`src/rtl/exe_decode.sv`:
```
// Purpose : decode stage turning a 32-bit instruction into ALU command, operands and destination.
// Latency : 1 cycle from accepted instruction to a valid ID/EX slot, throughput 1 per cycle.
// Backpr. : in_ready drops when the slot is full and not drained, on a RAW hazard, or on flush.
//
// Ports:
//   clk, rst_n             clock, asynchronous active-low reset
//   in_valid/in_ready      instruction handshake, instr is the offered word
//   rs_addr/rt_addr        combinational register-file read addresses
//   rs_data/rt_data        register-file read data, same cycle
//   flush                  kills the held slot and the instruction on offer
//   out_valid/out_ready    ID/EX slot handshake towards EX
//   exe_cmd, val1, val2    ALU command and operands
//   wr_en, wr_rd           destination write enable and register
//   illegal                slot holds an undecodable instruction (a bubble)
//   wb_valid, wb_rd        write-back retire, clears the busy bit of wb_rd
// Optional: `define EXE_DECODE_ILL_CNT_EN adds ill_cnt[15:0], a saturating count of
//   illegal instructions handed to EX.
module exe_decode #(
  parameter int DW   = 32,
  parameter int NREG = 32
) (
  input  logic          clk,
  input  logic          rst_n,
  input  logic          in_valid,
  output logic          in_ready,
  input  logic [31:0]   instr,
  output logic [4:0]    rs_addr,
  output logic [4:0]    rt_addr,
  input  logic [DW-1:0] rs_data,
  input  logic [DW-1:0] rt_data,
  input  logic          flush,
  output logic          out_valid,
  input  logic          out_ready,
  output logic [3:0]    exe_cmd,
  output logic [DW-1:0] val1,
  output logic [DW-1:0] val2,
  output logic          wr_en,
  output logic [4:0]    wr_rd,
  output logic          illegal,
  input  logic          wb_valid,
  input  logic [4:0]    wb_rd
`ifdef EXE_DECODE_ILL_CNT_EN
  ,
  output logic [15:0]   ill_cnt
`endif
);

  localparam logic [3:0] CMD_ADD = 4'd0;
  localparam logic [3:0] CMD_SUB = 4'd1;
  localparam logic [3:0] CMD_AND = 4'd2;
  localparam logic [3:0] CMD_OR  = 4'd3;
  localparam logic [3:0] CMD_NOR = 4'd4;
  localparam logic [3:0] CMD_XOR = 4'd5;
  localparam logic [3:0] CMD_SLA = 4'd6;
  localparam logic [3:0] CMD_SLL = 4'd7;
  localparam logic [3:0] CMD_SRA = 4'd8;
  localparam logic [3:0] CMD_SRL = 4'd9;

  // instruction fields
  logic [5:0]  op;
  logic [4:0]  rs;
  logic [4:0]  rt;
  logic [4:0]  rd;
  logic [4:0]  shamt;
  logic [5:0]  funct;
  logic [15:0] imm;

  assign op    = instr[31:26];
  assign rs    = instr[25:21];
  assign rt    = instr[20:16];
  assign rd    = instr[15:11];
  assign shamt = instr[10:6];
  assign funct = instr[5:0];
  assign imm   = instr[15:0];

  assign rs_addr = rs;
  assign rt_addr = rt;

  // decoded values for the instruction on offer
  logic [3:0]    dec_cmd;
  logic [DW-1:0] dec_v1;
  logic [DW-1:0] dec_v2;
  logic [4:0]    dec_dest;
  logic          dec_legal;
  logic          dec_we;
  logic          dec_shift;
  logic          rt_src;

  // slot state
  logic          out_valid_q, out_valid_d;
  logic [3:0]    exe_cmd_q,   exe_cmd_d;
  logic [DW-1:0] val1_q,      val1_d;
  logic [DW-1:0] val2_q,      val2_d;
  logic          wr_en_q,     wr_en_d;
  logic [4:0]    wr_rd_q,     wr_rd_d;
  logic          illegal_q,   illegal_d;
  logic [NREG-1:0] busy_q,    busy_d;

  logic rs_busy, rt_busy, rs_slot, rt_slot, hazard;
  logic load, handoff;

  always_comb begin
    dec_cmd   = CMD_ADD;
    dec_v1    = '0;
    dec_v2    = '0;
    dec_dest  = 5'd0;
    dec_legal = 1'b0;
    dec_shift = 1'b0;
    if (op == 6'h00) begin
      dec_legal = 1'b1;
      case (funct)
        6'h20: dec_cmd = CMD_ADD;
        6'h22: dec_cmd = CMD_SUB;
        6'h24: dec_cmd = CMD_AND;
        6'h25: dec_cmd = CMD_OR;
        6'h27: dec_cmd = CMD_NOR;
        6'h26: dec_cmd = CMD_XOR;
        6'h01: begin dec_cmd = CMD_SLA; dec_shift = 1'b1; end
        6'h00: begin dec_cmd = CMD_SLL; dec_shift = 1'b1; end
        6'h03: begin dec_cmd = CMD_SRA; dec_shift = 1'b1; end
        6'h02: begin dec_cmd = CMD_SRL; dec_shift = 1'b1; end
        default: dec_legal = 1'b0;
      endcase
      if (dec_legal) begin
        dec_v1   = rs_data;
        dec_v2   = dec_shift ? {{(DW-5){1'b0}}, shamt} : rt_data;
        dec_dest = rd;
      end
    end else begin
      dec_legal = 1'b1;
      case (op)
        6'h08: begin dec_cmd = CMD_ADD; dec_v2 = {{(DW-16){imm[15]}}, imm}; end
        6'h0C: begin dec_cmd = CMD_AND; dec_v2 = {{(DW-16){1'b0}}, imm}; end
        6'h0D: begin dec_cmd = CMD_OR;  dec_v2 = {{(DW-16){1'b0}}, imm}; end
        6'h0E: begin dec_cmd = CMD_XOR; dec_v2 = {{(DW-16){1'b0}}, imm}; end
        default: dec_legal = 1'b0;
      endcase
      if (dec_legal) begin
        dec_v1   = rs_data;
        dec_dest = rt;
      end
    end
    // undecodable words travel as ADD bubbles with zero operands
    if (!dec_legal) begin
      dec_cmd = CMD_ADD;
      dec_v2  = '0;
    end
    dec_we = dec_legal & (dec_dest != 5'd0);
    rt_src = (op == 6'h00) & dec_legal & ~dec_shift;
  end

  // RAW hazard check; a busy bit being retired this very cycle is already safe to read
  always_comb begin
    rs_busy = busy_q[rs] & ~(wb_valid & (wb_rd == rs));
    rt_busy = busy_q[rt] & ~(wb_valid & (wb_rd == rt));
    rs_slot = out_valid_q & wr_en_q & (wr_rd_q == rs);
    rt_slot = out_valid_q & wr_en_q & (wr_rd_q == rt);
    hazard  = ((rs != 5'd0) & (rs_busy | rs_slot)) |
              (rt_src & (rt != 5'd0) & (rt_busy | rt_slot));
  end

  assign in_ready = (~out_valid_q | out_ready) & ~hazard & ~flush;
  assign load     = in_valid & in_ready;
  assign handoff  = out_valid_q & out_ready & ~flush;

  always_comb begin
    out_valid_d = out_valid_q;
    exe_cmd_d   = exe_cmd_q;
    val1_d      = val1_q;
    val2_d      = val2_q;
    wr_en_d     = wr_en_q;
    wr_rd_d     = wr_rd_q;
    illegal_d   = illegal_q;
    if (flush) begin
      out_valid_d = 1'b0;
    end else if (load) begin
      out_valid_d = 1'b1;
      exe_cmd_d   = dec_cmd;
      val1_d      = dec_v1;
      val2_d      = dec_v2;
      wr_en_d     = dec_we;
      wr_rd_d     = dec_dest;
      illegal_d   = ~dec_legal;
    end else if (handoff) begin
      out_valid_d = 1'b0;
    end
  end

  // clear first so that a same-cycle set of the same register wins
  always_comb begin
    busy_d = busy_q;
    if (wb_valid) busy_d[wb_rd] = 1'b0;
    if (handoff & wr_en_q) busy_d[wr_rd_q] = 1'b1;
    busy_d[0] = 1'b0;
  end

  always_ff @(posedge clk or negedge rst_n) begin
    if (!rst_n) begin
      out_valid_q <= 1'b0;
      exe_cmd_q   <= CMD_ADD;
      val1_q      <= '0;
      val2_q      <= '0;
      wr_en_q     <= 1'b0;
      wr_rd_q     <= 5'd0;
      illegal_q   <= 1'b0;
      busy_q      <= '0;
    end else begin
      out_valid_q <= out_valid_d;
      exe_cmd_q   <= exe_cmd_d;
      val1_q      <= val1_d;
      val2_q      <= val2_d;
      wr_en_q     <= wr_en_d;
      wr_rd_q     <= wr_rd_d;
      illegal_q   <= illegal_d;
      busy_q      <= busy_d;
    end
  end

  assign out_valid = out_valid_q;
  assign exe_cmd   = exe_cmd_q;
  assign val1      = val1_q;
  assign val2      = val2_q;
  assign wr_en     = wr_en_q;
  assign wr_rd     = wr_rd_q;
  assign illegal   = illegal_q;

`ifdef EXE_DECODE_ILL_CNT_EN
  logic [15:0] ill_cnt_q, ill_cnt_d;

  always_comb begin
    ill_cnt_d = ill_cnt_q;
    if (handoff & illegal_q & (ill_cnt_q != 16'hFFFF)) ill_cnt_d = ill_cnt_q + 16'd1;
  end

  always_ff @(posedge clk or negedge rst_n) begin
    if (!rst_n) ill_cnt_q <= 16'd0;
    else        ill_cnt_q <= ill_cnt_d;
  end

  assign ill_cnt = ill_cnt_q;
`endif

endmodule

```
`config.mk`:
```
export PLATFORM = sky130hd
export DESIGN_NAME = exe_decode
export DESIGN_NICKNAME = d
export VERILOG_FILES = /design/src/rtl/exe_decode.sv
export SDC_FILE = /design/constraint.sdc
export NUM_CORES = 1
export LEC_CHECK = 0
export ABC_AREA = 0
export CORE_UTILIZATION = 37
export DETAILED_ROUTE_END_ITERATION = 10
export PLACE_DENSITY = 0.74
export SLEW_MARGIN = 30
export SYNTH_ARGS = -nofsm -noshare
export SYNTH_HDL_FRONTEND = slang
export SYNTH_SLANG_ARGS = --single-unit
```
`constraint.sdc`:
```
create_clock -name clk -period 2.8 [get_ports clk]
set_input_delay 0.42 -clock clk [delete_from_list [all_inputs] [get_ports clk]]
set_output_delay 0.42 -clock clk [all_outputs]
set_load 0.01 [all_outputs]
```
==> results of run 1 <==
-- cells in the mapped netlist, types with 8 or more instances --
library cell,n
buf_4,13
xnor2_1,9
mux4_2,8
a22o_1,15
clkbuf_1,24
nand3b_1,8
xor2_1,12
nor2_1,14
dfrtp_1,107
o21ai_0,67
mux2i_1,50
a21oi_1,17
nand3_1,11
mux2_2,40
nand2_1,79
inv_1,39
-- how the worst max path moves through the flow --
stage                    end  slack [ns]  cells past startpoint
floorplan           val2[25]        0.21                     10
global placement    in_ready       -0.58                      8
detailed placement  in_ready       -0.60                      8
CTS                 in_ready       0.007                      9
global route        in_ready     -0.0002                      8
finish              in_ready        0.09                      8
-- layer usage --
metal / track usage, % / vias up / wire length, um
met3: 4.46 / 40 / 1070
met5: 0 / - / 0
met2: 34.1 / 199 / 8650
li1: - / 2484 / -
met4: 9.20 / 0 / 505
met1: 28.6 / 2560 / 7650
-- logic make-up after synthesis --
kind of cell | Yosys count | synth area share [%]
adders and majority gates | 1 | 0.168
buffers and inverters | 86 | 6.73
AOI/OAI and AO/OA | 115 | 11.4
and+or+nand+nor | 155 | 13.4
xor gates and xnor gates | 21 | 3.08
muxes | 104 | 20.5
DFF | 107 | 44.8
-- registers in the layout, summed over array words and instances (netlist names) --
| name | cells |
|---|---|
| busy_q | 31 |
| val2 | 32 |
| wr_rd | 5 |
| exe_cmd | 4 |
| out_valid | 1 |
| val1 | 32 |
| wr_en | 1 |
| illegal | 1 |
-- repair_timing --
action                     in CTS  in global routing
hold buffers                    0                  0
setup buffers                   1                  1
gates resized for setup        14                  8
setup endpoints to repair      13                 50
pin swaps                       1                  4
gates cloned                    0                  1
hold endpoints to repair        0                  0
-- placed cells by master (no fill, tap or decap), types with 5 or more instances in the layout --
master and count:
xor2_1 12, dlymetal6s2s_1 6, mux2i_1 50, mux4_2 8
nand3_1 11, nor2_1 13, and3_1 5, a22o_1 15
buf_4 55, nand2_1 79, dfrtp_1 107, clkdlybuf4s50_1 181
o21ai_0 67, nand3b_1 8, mux2_2 40, buf_12 8
inv_1 39, clkbuf_16 10, mux2_4 6, xnor2_1 9
a21oi_1 16
-- stage by stage --
step	cell area, um2	cells	TNS [ns]	hold slack, ns
5_1_grt	8840	1031	-0.000156	0.0293
6_report	8840	1031	0	0.00791
2_1_floorplan	5970	589	0	0.124
4_1_cts	8780	1029	0	0.0173
3_5_place_dp	8480	1012	-28.14	0.411
3_3_place_gp	8480	1012	-25.75	0.404
-- worst max-delay path, cell delays in order --
cell and delay, ns:
clkdlybuf4s50_1 0.43, nor3_2 0.20, nor4b_4 0.28, and2_4 0.21
nor4b_4 0.22, o2111ai_2 0.20, and3_1 0.19, buf_2 0.14
-- cell type report --
class	instances	area, um2
Timing Repair Buffer	257	2540
Fill cell	1400	6980
Inverter	39	146
Clock buffer	10	229
Multi-Input combinational cell	396	2930
Sequential cell	107	2680
Clock inverter	6	53.8
Tap cell	216	270
-- power by group --
part	switching [mW]	internal [mW]
clock	0.623	0.624
combinational	0.279	0.371
sequential	0.0279	1.58
==> impl_metrics.tcl, run 1 <==
set metrics [dict create \
    async_flop_share_pct 100 \
    grt_max_degree 48 \
    diodes 0 \
    fin_total_pwr_mw 3.51 \
    ios 194 \
    synth.top_cell.area_share_pct 44.8 \
    overflow 0 \
    areaGrowthSynthToFinish_pct 48.1 \
    core_um2 15800 \
    timing_worst_setup_path_type "in2out" \
    ys_warn_count 0 \
    syn-cell-area_um2 5970 \
    dr.pass1.iters 5 \
    ctsHtreeMaxLevel 3 \
    synth_cell_type_count 50 \
    clk_path_buf_depth 2 \
    avgSynthCellArea_um2 10.1 \
    drt-initial-drc-count 423 \
    rrSetupSlack_ns 0.30 \
    cts_tree "built" \
    synthFlopType "dfrtp_1" \
    layout-drive-gt1-share_pct 18.5 \
    syn_inst 589 \
    dieArea_um2 16600 \
    viasPerCell 5.12 \
    numPortBuffers 193 \
    gp_congestion 0.914 \
    drt.antenna.violating_nets 0 \
    r2r_start "busy_q[31]" \
    end_kind "primary output" \
    maxCapViolations 0 \
    startpoint "instr[27]" \
    ir_worst_vdd_v 0.000280 \
    pre_cts_ws_ns -0.600 \
    synth_nets 696 \
    setup_violations 0 \
    clk_latency_ns 0.36 \
    antenna_found_initial 0 \
    rows 46 \
    maxSlewViolCount 0 \
    reg2reg_depth 9 \
    skew_ns 0.0102 \
    period_needed_ns 2.71 \
    drc 0 \
    tightest_slew_ns 0.481 \
    ys_ff_latch 107 \
    powerDensity_nw_per_um2 397 \
    synth_area_leaders "dfrtp_1, mux2i_1, mux2_2" \
    die_w_um 129 \
    ys_seq_area_share_pct 44.8 \
    critPathRequiredTime_ns 2.38 \
    initial_core_util_pct 37.7 \
    die_h_um 129 \
    max_freq_mhz 369 \
    final_hold_viol_count 0 \
    numCtsBuffers 9 \
    drt-total-wl_um 17900 \
    clk_pin_slew_ns 0.08 \
    fin_crit_sh_pct 96.8 \
    timing.rr.end "illegal" \
    worst-endpoint-arrival_ns 2.29 \
    min_path_type "in2async" \
    worst_slack_ns 0.0899 \
    start_kind "input port" \
    leakage_nw 4.07 \
    track_usage_pct 21.5 \
    clock_sinks 107 \
    grt_pass1_vias 5110 \
    max-slew-margin-rel_pct 68.0 \
    path_max_fanout 3 \
    place_hpwl_um 13400 \
    grt_pass1_wl_um 27300 \
    yosysTopAreaCell "dfrtp_1" \
    num_vias 5283 \
    final_util_pct 55.9 \
    outcome "finished, final reports clean" \
    synth-edff-count 0 \
    clockRootBuffer "clkbuf_16" \
    wl_per_cell_um 17.3 \
    layout.nets 917 \
]
No activity file was read; power rests on OpenSTA's default activity.
==> run 2, diff against run 1 <==
Settings changed: ABC_CLOCK_PERIOD_IN_PS set to 2800, MAX_ROUTING_LAYER set to met4.
==> impl_metrics.tcl, run 2 (synthesis results as in run 1) <==
set metrics [dict create \
    clockRootBuffer "clkbuf_16" \
    numPortBuffers 193 \
    drt.antenna.violating_nets 0 \
    numCtsBuffers 9 \
    rows 46 \
    drt-initial-drc-count 354 \
    reg2reg_depth 9 \
    clock_sinks 107 \
    cpMostUsedCell "mux4_2" \
    max_freq_mhz 371 \
    crit_family "multiplexers" \
    slowest_delay_ns 0.51 \
    grt_max_degree 48 \
    end_kind "primary output" \
    period_needed_ns 2.69 \
    final_hold_viol_count 0 \
    maxSlewViolCount 0 \
    clk_pin_slew_ns 0.08 \
    min_path_type "in2async" \
    ios 194 \
    cp.depth 6 \
    setup_violations 0 \
    clk_path_buf_depth 2 \
    drc 0 \
    outcome "finished, final reports clean" \
    ctsHtreeMaxLevel 3 \
    start_kind "flop" \
    cp_slowest_cell "mux4_2" \
    drt-total-wl_um 17900 \
    final_common_cell "clkdlybuf4s50_1" \
    layout.nets 917 \
    grt_pass1_wl_um 27300 \
    ir_worst_vdd_v 0.000281 \
    ctsHoldBuffers 0 \
    path_buf_inv 1 \
    track_usage_pct 22.2 \
    skew_ns 0.0111 \
    place_hpwl_um 13400 \
    cp_cell_sequence "mux4_2 > mux4_2 > nand2b_4 > nand3_2 > and3_1 > buf_2" \
    clk_latency_ns 0.36 \
    path_max_fanout 3 \
    timing_worst_setup_path_type "reg2out" \
    dieArea_um2 16600 \
    core_um2 15800 \
    num_vias 5304 \
    overflow 0 \
    viasPerCell 5.14 \
    dr.pass1.iters 7 \
    fin_crit_sh_pct 96.2 \
    die_w_um 129 \
    max-slew-margin-rel_pct 68.0 \
    hold-worst-slack_ns 0.00261 \
    leakage_nw 4.07 \
    critPathRequiredTime_ns 2.38 \
    initial_core_util_pct 37.7 \
    grt_pass1_vias 5123 \
    areaGrowthSynthToFinish_pct 48.1 \
    wl_per_cell_um 17.3 \
    tightest_slew_ns 0.480 \
    powerDensity_nw_per_um2 397 \
    antenna_found_initial 0 \
    maxCapViolations 0 \
    worst-endpoint-arrival_ns 2.27 \
    diodes 0 \
    gp_congestion 0.930 \
    fin_total_pwr_mw 3.51 \
    die_h_um 129 \
    layout-drive-gt1-share_pct 18.5 \
    final_cell_mix "clkdlybuf4s50_1, dfrtp_1, nand2_1" \
    cts_tree "built" \
]
[run 2: cell counts in the layout (fill, tap and decap cells not counted)]
No cell type changed its count.
[run 2: final cells by class]
class,count,area [um2]
clock buffer,10,229
clock inverter,6,53.8
fill,1400,6980
inverter,39,146
multi-input combinational,396,2930
sequential,107,2680
tap,216,270
timing repair buffer,257,2540
[run 2: report_power, final]
group | leakage [nW] | internal (mW) | total [mW] | switching (mW)
clock network | 0.136 | 0.624 | 1.25 | 0.629
logic | 2.46 | 0.371 | 0.650 | 0.279
registers | 1.48 | 1.58 | 1.61 | 0.0279
total | 4.07 | 2.58 | 3.51 | 0.935
[run 2: path summary, 6_finish.rpt]
path                                 start         end  slack (ns)
worst max-delay path            busy_q[31]    in_ready        0.11
worst min-delay path                 rst_n    val1[23]       0.003
worst max register to register  busy_q[31]    val1[15]        0.30
worst min register to register  exe_cmd[2]  exe_cmd[2]        0.50
max in group asynchronous            rst_n    val2[15]        2.06
min in group clk                exe_cmd[2]  exe_cmd[2]        0.50
[run 2: timing repair]
item | in CTS | in global routing
gates cloned | 0 | 1
endpoints found under the setup margin | 13 | 52
buffers inserted | 1 | 1
pin swaps | 1 | 4
hold endpoints to repair | 0 | 0
resized for setup | 14 | 8
[run 2: stage by stage]
stage | utilization, % | area [um2] | setup slack (ns) | std cells | setup TNS (ns)
final | 55.9 | 8840 | 0.108 | 1031 | 0
after global routing | 55.9 | 8840 | -0.000156 | 1031 | -0.000156
after CTS | 55.5 | 8780 | 0.00736 | 1029 | 0
after detailed placement | 53.6 | 8480 | -0.600 | 1012 | -28.14
after global placement | 53.6 | 8480 | -0.582 | 1012 | -25.75
after floorplan | - | 5970 | 0.215 | 589 | 0
[run 2: worst reg2reg max path, cell delays in order, from the launching register on]
cell and delay [ns]:
dfrtp_1 0.43, mux4_2 0.48, mux4_2 0.51, nand2b_4 0.16, nand3_2 0.05, buf_4 0.11, nand4_4 0.11, buf_12 0.21
buf_4 0.20, mux2i_1 0.16
[run 2: metal layers]
layer,vias to the layer above,wire length (um),track usage [%]
met5,-,0,-
met4,0,481,9.41
met3,39,979,4.00
met2,187,8640,34.0
met1,2584,7780,28.9
li1,2494,-,-
==> run 3, diff against run 2 <==
Settings changed: CORE_MARGIN set to 2, DONT_BUFFER_PORTS set to 1, PLACE_DENSITY 0.74 to 0.58.
==> impl_metrics.tcl, run 3 (synthesis results as in run 1) <==
set metrics [dict create \
    place_hpwl_um 12100 \
    final_hold_viol_count 107 \
    timing.rr.end "val1[13]" \
    setup_violations 0 \
    final_common_cell "dfrtp_1" \
    rows 46 \
    areaGrowthSynthToFinish_pct 8.19 \
    viasPerCell 5.49 \
    clockRootBuffer "clkbuf_16" \
    met2_usage_pct 29.9 \
    r2r_start "busy_q[31]" \
    grt_pass1_wl_um 24000 \
    final_cell_mix "dfrtp_1, nand2_1, o21ai_0" \
    start_kind "flop" \
    antenna_found_initial 0 \
    min_path_type "in2async" \
    dr.pass1.iters 4 \
    drt.antenna.violating_nets 0 \
    worst_slack_ns 0.118 \
    max-slew-margin-rel_pct 60.7 \
    clk_path_buf_depth 2 \
    leakage_nw 3.05 \
    skew_ns 0.0154 \
    hold-worst-slack_ns -0.239 \
    grt_pass1_vias 4382 \
    powerDensity_nw_per_um2 490 \
    core_um2 15800 \
    initial_core_util_pct 37.7 \
    tightest_slew_ns 0.587 \
    outcome "finished with violations" \
    timing_worst_setup_path_type "reg2out" \
    max_freq_mhz 373 \
    period_needed_ns 2.68 \
    fin_setup_tns_ns 0 \
    ir_worst_vdd_v 0.000292 \
    overflow 0 \
    violations "hold timing" \
    die_h_um 131 \
    die_w_um 131 \
    reg2reg_depth 8 \
    startpoint "busy_q[31]" \
    met3_usage_pct 5.54 \
    layout.nets 677 \
    track_usage_pct 19.0 \
    grt_max_degree 108 \
    met1_usage_pct 22.9 \
    ctsHtreeMaxLevel 3 \
    ios 194 \
    cts_tree "built" \
    cts_resized 0 \
    drt-initial-drc-count 355 \
    num_vias 4346 \
    diodes 0 \
    critPathRequiredTime_ns 2.38 \
    numCtsBuffers 9 \
    drc 0 \
    instances_no_fill 791 \
    cts_setup_buffers 0 \
    maxSlewViolCount 0 \
    maxCapViolations 0 \
    fin_crit_sh_pct 95.8 \
    path_max_fanout 3 \
    post-place-cells 775 \
    end_kind "primary output" \
    wl_per_cell_um 20.8 \
    pre_cts_ws_ns 0.138 \
    clk_latency_ns 0.36 \
    busiest_layer "met2" \
    gp_congestion 0.853 \
    dieArea_um2 17200 \
    final_util_pct 40.8 \
    drt-total-wl_um 16400 \
    layout-drive-gt1-share_pct 16.9 \
    worst-endpoint-arrival_ns 2.26 \
    clk_pin_slew_ns 0.08 \
    rrSetupSlack_ns 0.29 \
    numPortBuffers 0 \
    clock_sinks 107 \
    grt_setup_unrepaired "no" \
]
run 3: changes by cell type in the layout (fill, tap and decap cells not counted), sizes merged, moves of 3 or more:
cell	change
dlygate4sd2	-4
clkdlybuf4s50	-181
buf	-48
dlymetal6s2s	-6
clkinv	+3
run 3: worst max path at each step:
| stage | depth (start not counted) | slack (ns) | to |
|---|---|---|---|
| final | 5 | 0.12 | in_ready |
| after global routing | 5 | 0.1 | in_ready |
| after CTS | 5 | 0.11 | in_ready |
| after detailed placement | 9 | 0.14 | val1[13] |
| after global placement | 9 | 0.23 | val1[15] |
| after floorplan | 10 | 0.21 | val2[25] |
run 3: cell type report:
class / instances / area (um2)
Fill cell: 1527 / 9370
Multi-Input combinational cell: 396 / 2900
Sequential cell: 107 / 2680
Tap cell: 216 / 270
Clock buffer: 9 / 225
Timing Repair Buffer: 17 / 165
Inverter: 39 / 146
Clock inverter: 7 / 80.1
run 3: power by group:
part	total (mW)	switching (mW)	leakage, nW	internal, mW
clock	1.29	0.650	0.146	0.637
combinational	0.236	0.113	1.42	0.124
sequential	1.64	0.0585	1.48	1.58
run 3: through the flow:
stage               total power [mW]  hold WS, ns  instance area (um2)
floorplan                       1.89        0.124                 5970
global placement                1.90        0.129                 6150
detailed placement              1.91        0.129                 6150
CTS                             3.20       -0.261                 6460
global route                    3.29       -0.254                 6460
finish                          3.16       -0.239                 6460
run 3: metal layers:
layer  routed length (um)  up-vias
met3                 1420       27
met4                  386        0
met5                    0        -
met1                 6590     2131
li1                     -     2016
met2                 8040      172
run 3: critical path, cell delays in order, from the launching register on:
cell and delay, ns:
dfrtp_1 0.41, mux4_2 0.48, mux4_2 0.47, nand2b_4 0.15, nand3_2 0.10, and3_1 0.30
